==> config.mk <==
export PLATFORM = sky130hd
export DESIGN_NAME = bcd_display_scan
export DESIGN_NICKNAME = d
export VERILOG_FILES = /design/src/rtl/bcd_display_scan.sv
export SDC_FILE = /design/constraint.sdc
export NUM_CORES = 1
export LEC_CHECK = 0
export ABC_AREA = 1
export BUFFER_PORTS_ARGS = -buffer_cell sky130_fd_sc_hd__buf_2
export CORE_UTILIZATION = 50
export CTS_CLUSTER_SIZE = 14
export DETAILED_ROUTE_END_ITERATION = 16
export PLACE_DENSITY = 0.79
export REMOVE_ABC_BUFFERS = 1
export SYNTH_ARGS = -nofsm -noshare
export SYNTH_HDL_FRONTEND = slang
export SYNTH_SLANG_ARGS = --single-unit
==> constraint.sdc <==
create_clock -name clk -period 1.2 [get_ports clk]
set_input_delay 0.06 -clock clk [delete_from_list [all_inputs] [get_ports clk]]
set_output_delay 0.06 -clock clk [all_outputs]
set_load 0.1 [all_outputs]
==> src/rtl/bcd_display_scan.sv <==
// Two-digit time-multiplexed 7-segment scan controller with frame-stable display
// register, dead time between digits, and leading-zero / invalid-digit blanking.
`timescale 1ns/1ps

module bcd_display_scan #(
   parameter int DIV_WIDTH = 16
) (
   input  logic       clk,
   input  logic       rst_n,
   input  logic [7:0] bcd_in,
   input  logic       load,
   input  logic       blank_lz,
   output logic [3:0] digit_out,
   output logic       blank,
   output logic [1:0] an,
   output logic       frame_done,
   output logic       upd_pending,
   output logic       err
);

   typedef enum logic [1:0] {
      UNITS    = 2'd0,
      DEAD_U2T = 2'd1,
      TENS     = 2'd2,
      DEAD_T2U = 2'd3
   } state_t;

   state_t               state_q, state_d;
   logic [DIV_WIDTH-1:0] cnt_q, cnt_d;
   logic [7:0]           disp_q, disp_d;
   logic [7:0]           pend_q, pend_d;
   logic                 pending_q, pending_d;
   logic                 tick;
   logic                 boundary;

   assign tick     = &cnt_q;
   assign boundary = (state_q == DEAD_T2U);

   always_comb begin
      state_d = state_q;
      unique case (state_q)
         UNITS:    if (tick) state_d = DEAD_U2T;
         DEAD_U2T: state_d = TENS;
         TENS:     if (tick) state_d = DEAD_T2U;
         DEAD_T2U: state_d = UNITS;
         default:  state_d = UNITS;
      endcase
   end

   // The display register only moves on the frame-boundary edge so a digit
   // pair is never shown torn; a load in that same cycle bypasses pend.
   always_comb begin
      cnt_d     = cnt_q + 1'b1;
      disp_d    = disp_q;
      pend_d    = pend_q;
      pending_d = pending_q;
      if (load) begin
         pend_d    = bcd_in;
         pending_d = 1'b1;
      end
      if (boundary) begin
         if (load) begin
            disp_d    = bcd_in;
            pending_d = 1'b0;
         end else if (pending_q) begin
            disp_d    = pend_q;
            pending_d = 1'b0;
         end
      end
   end

   always_ff @(posedge clk or negedge rst_n) begin
      if (!rst_n) begin
         cnt_q     <= '0;
         state_q   <= UNITS;
         disp_q    <= 8'h00;
         pend_q    <= 8'h00;
         pending_q <= 1'b0;
      end else begin
         cnt_q     <= cnt_d;
         state_q   <= state_d;
         disp_q    <= disp_d;
         pend_q    <= pend_d;
         pending_q <= pending_d;
      end
   end

   always_comb begin
      an        = 2'b11;
      digit_out = 4'd0;
      blank     = 1'b1;
      unique case (state_q)
         UNITS: begin
            an        = 2'b10;
            digit_out = disp_q[3:0];
            blank     = (disp_q[3:0] > 4'd9);
         end
         TENS: begin
            an        = 2'b01;
            digit_out = disp_q[7:4];
            blank     = (blank_lz && (disp_q[7:4] == 4'd0)) || (disp_q[7:4] > 4'd9);
         end
         default: begin
            an        = 2'b11;
            digit_out = 4'd0;
            blank     = 1'b1;
         end
      endcase
   end

   assign frame_done  = boundary;
   assign upd_pending = pending_q;
   assign err         = (disp_q[7:4] > 4'd9) || (disp_q[3:0] > 4'd9);

endmodule
==> results.md <==
- Outcome: complete, but fails checks
- Failing checks: negative setup slack
- First-pass GRT wire length: 6670 um
- Seq cells post-synth: 35
- WL met2: 2450 um
- M1 wire length: 2090 um
- Core area: 3100 sq um
- Tmin final: 1660 ps
- Power Dens Cells: 999 nW/um^2
- Hold Path Class: in2reg
- Fin cells: 290
- CTS tree: yes
- Starting Density: 0.533
- GP Congestion: 0.893
- Worst path required time: 1140 ps
- Routed wire length per instance: 17.5 um
- Max-cap check violation count: 0
- Area Overhead vs Synth: 55.5%
- Final core occ: 0.828
- Tcrit/Tclk final: 1.38
- Reg-to-reg startpoint: state_q[0]
- Area fraction of the dominant cell type after synthesis: 0.530
- Die width: 59.5 um
- Synth area leaders: dfrtp_1 53%, nand2_1 13%, inv_1 5.7%, ha_1 4.5%, xor2_1 4.2%
- Design Power: 2.57 mW
- Cells after DPL: 264
- FF/Latch Area: 878 sq um
- Fillers: 156
- Remaining global-route overflow: 0
- Clk buf depth: 2
- Ant diodes: 0
- Critical Path AT: 1600 ps
- Final net count: 263
- DIE AREA: 3540 sq um
- Largest net degree at the start of global routing: 19
- Setup ws final: -457 ps
- Clock Sinks: 35
- Startpoint Class: register
- Worst rel slew slack: 0.684
- Clock Skew: 19.6 ps
- Element type at the critical path end: output port
- R2R setup slack: -170 ps
- Total negative slack: -4790 ps
- Commonest cells after routing, fill and taps aside: 46 x nand2_1, 33 x dfrtp_1, 15 x nand2_2
- Yosys warns: 0
- Skew-Pair Late Insertion Delay: 350 ps
- Number of antenna violations at the first check in global routing: 0
- Critical R2R Capture: state_q[1]
- # DRC: 0
- CTS root buffer: clkbuf_4
- Cells on worst reg2reg path: 8
- IO Pins: 22
- Post-route ant nets: 0
- VDD IR max: 0.000668 V
- Hold EP: pend_q[3]
- Syn Area/Cell: 8.84 sq um
- Multi-input logic area: 877 sq um
- PortBufs: 21
- DR iter-0 viols: 99
- Unique cell type count in the Yosys netlist: 20
- CTS Buf Count: 5
- Share of cells above drive strength 1: 0.463
- Clock transition at path regs: 120 ps
- GRT Overall Usage: 0.262
- Row count: 20
- Mapped Area: 1650 sq um
- DIE HEIGHT: 59.5 um
- Fmax: 604 MHz
- Critical path fanouts, max: 4
- Highest metal used: met4
- Via density: 5.18
- Routed WL: 5060 um
- Synth area leader: dfrtp_1
- Lkg Pwr: 1.25 nW
- RSZ-0062 raised after global routing: true
- Most common cell after layout, fill and taps aside: nand2_1
- Met3 wire len: 328 um
- Gate Count Post-Synth: 187
- Vias in the first global route: 1462
- Final hold vios: 0
- Drt pass-1 iters: 4
- CTS H-tree lvls: 2
- Slew Viols, Final: 0
- HP Start: load
- Via count: 1503
- DPL Wire Length: 2320 um
- Kind of critical path: reg2out
- # setup viols final: 20
- CP startpoint: state_q[0]
- Hold Path Cell Cnt: 3
- Seq/Total Area, Yosys: 0.530
- Worst-margin pin slew: 474 ps
[kinds of logic after synthesis]
family,after synthesis,share of synthesized area
AO/OA/AOI/OAI,16,0.0515
XOR/XNOR,13,0.0689
adder cells (fa/ha/maj),6,0.0454
buffers and inverters,28,0.0689
flip-flops,35,0.530
AND/OR/NAND/NOR,89,0.235
[power by group]
| part | total (mW) | leakage (nW) | internal, mW | switching, mW |
|---|---|---|---|---|
| Combinational | 0.421 | 0.768 | 0.152 | 0.268 |
| Clock | 0.912 | 0.0482 | 0.492 | 0.420 |
| Sequential | 1.24 | 0.430 | 1.22 | 0.0162 |
| Total | 2.57 | 1.25 | 1.86 | 0.705 |
[worst max path at each step]
stage          cells after the start           end  slack, ps
2_1_floorplan                      4  digit_out[0]      -1100
3_3_place_gp                       5  digit_out[3]        -40
3_5_place_dp                       5  digit_out[0]       -110
4_1_cts                            5         an[1]       -340
5_1_grt                            5  digit_out[2]       -450
6_report                           5  digit_out[3]       -460
[through the flow]
| stage | hold slack (ps) | setup slack, ps | instance area (sq um) |
|---|---|---|---|
| after floorplan | -236 | -1100 | 1640 |
| after global placement | 21.7 | -44.6 | 2060 |
| after detailed placement | 22.8 | -109 | 2060 |
| after CTS | 39.4 | -345 | 2420 |
| after global routing | 105 | -447 | 2570 |
| final | 77.9 | -457 | 2570 |
[synthesized netlist by cell type (all sizes together)]
cell type / number
a21oi: 2
buf: 2
dfrtp: 35
ha: 6
inv: 26
nand2: 62
nand3: 7
nand3b: 1
nor2: 19
o21ai: 10
o22ai: 4
xnor2: 5
xor2: 8
[metal layers]
metal  global-route usage  vias to the layer above
li1                     -                      688
met1                0.326                      717
met2                0.438                       77
met3               0.0590                       21
met4                0.116                        0
met5                    0                        -
[area by class of cell]
class	count	area share
repair buffers	53	0.218
inverters	26	0.0438
flip-flops and latches	35	0.342
clock inverters	2	0.0136
multi-input cells	124	0.341
clock buffers	6	0.0200
well taps	44	0.0214
[state kept, by name (all words and copies together) (netlist names)]
signal / cells
upd_pending: 1
disp_q: 8
state_q: 2
cnt_q: 16
pend_q: 8
[worst max-delay path, cell delays in order (launching register included)]
cell and delay, ps:
dfrtp_1 430, inv_2 140, ha_4 210, inv_6 70, o22ai_4 190, buf_12 200
[what timing repair did]
action / in CTS / in global routing
endpoints found under the setup margin: 21 / 25
pin swaps: 9 / 9
hold buffers: 9 / 0
buffers inserted: 7 / 4
endpoints found under the hold margin: 43 / 0
resized for setup: 42 / 46
No activity file was read; power rests on OpenSTA's default activity.
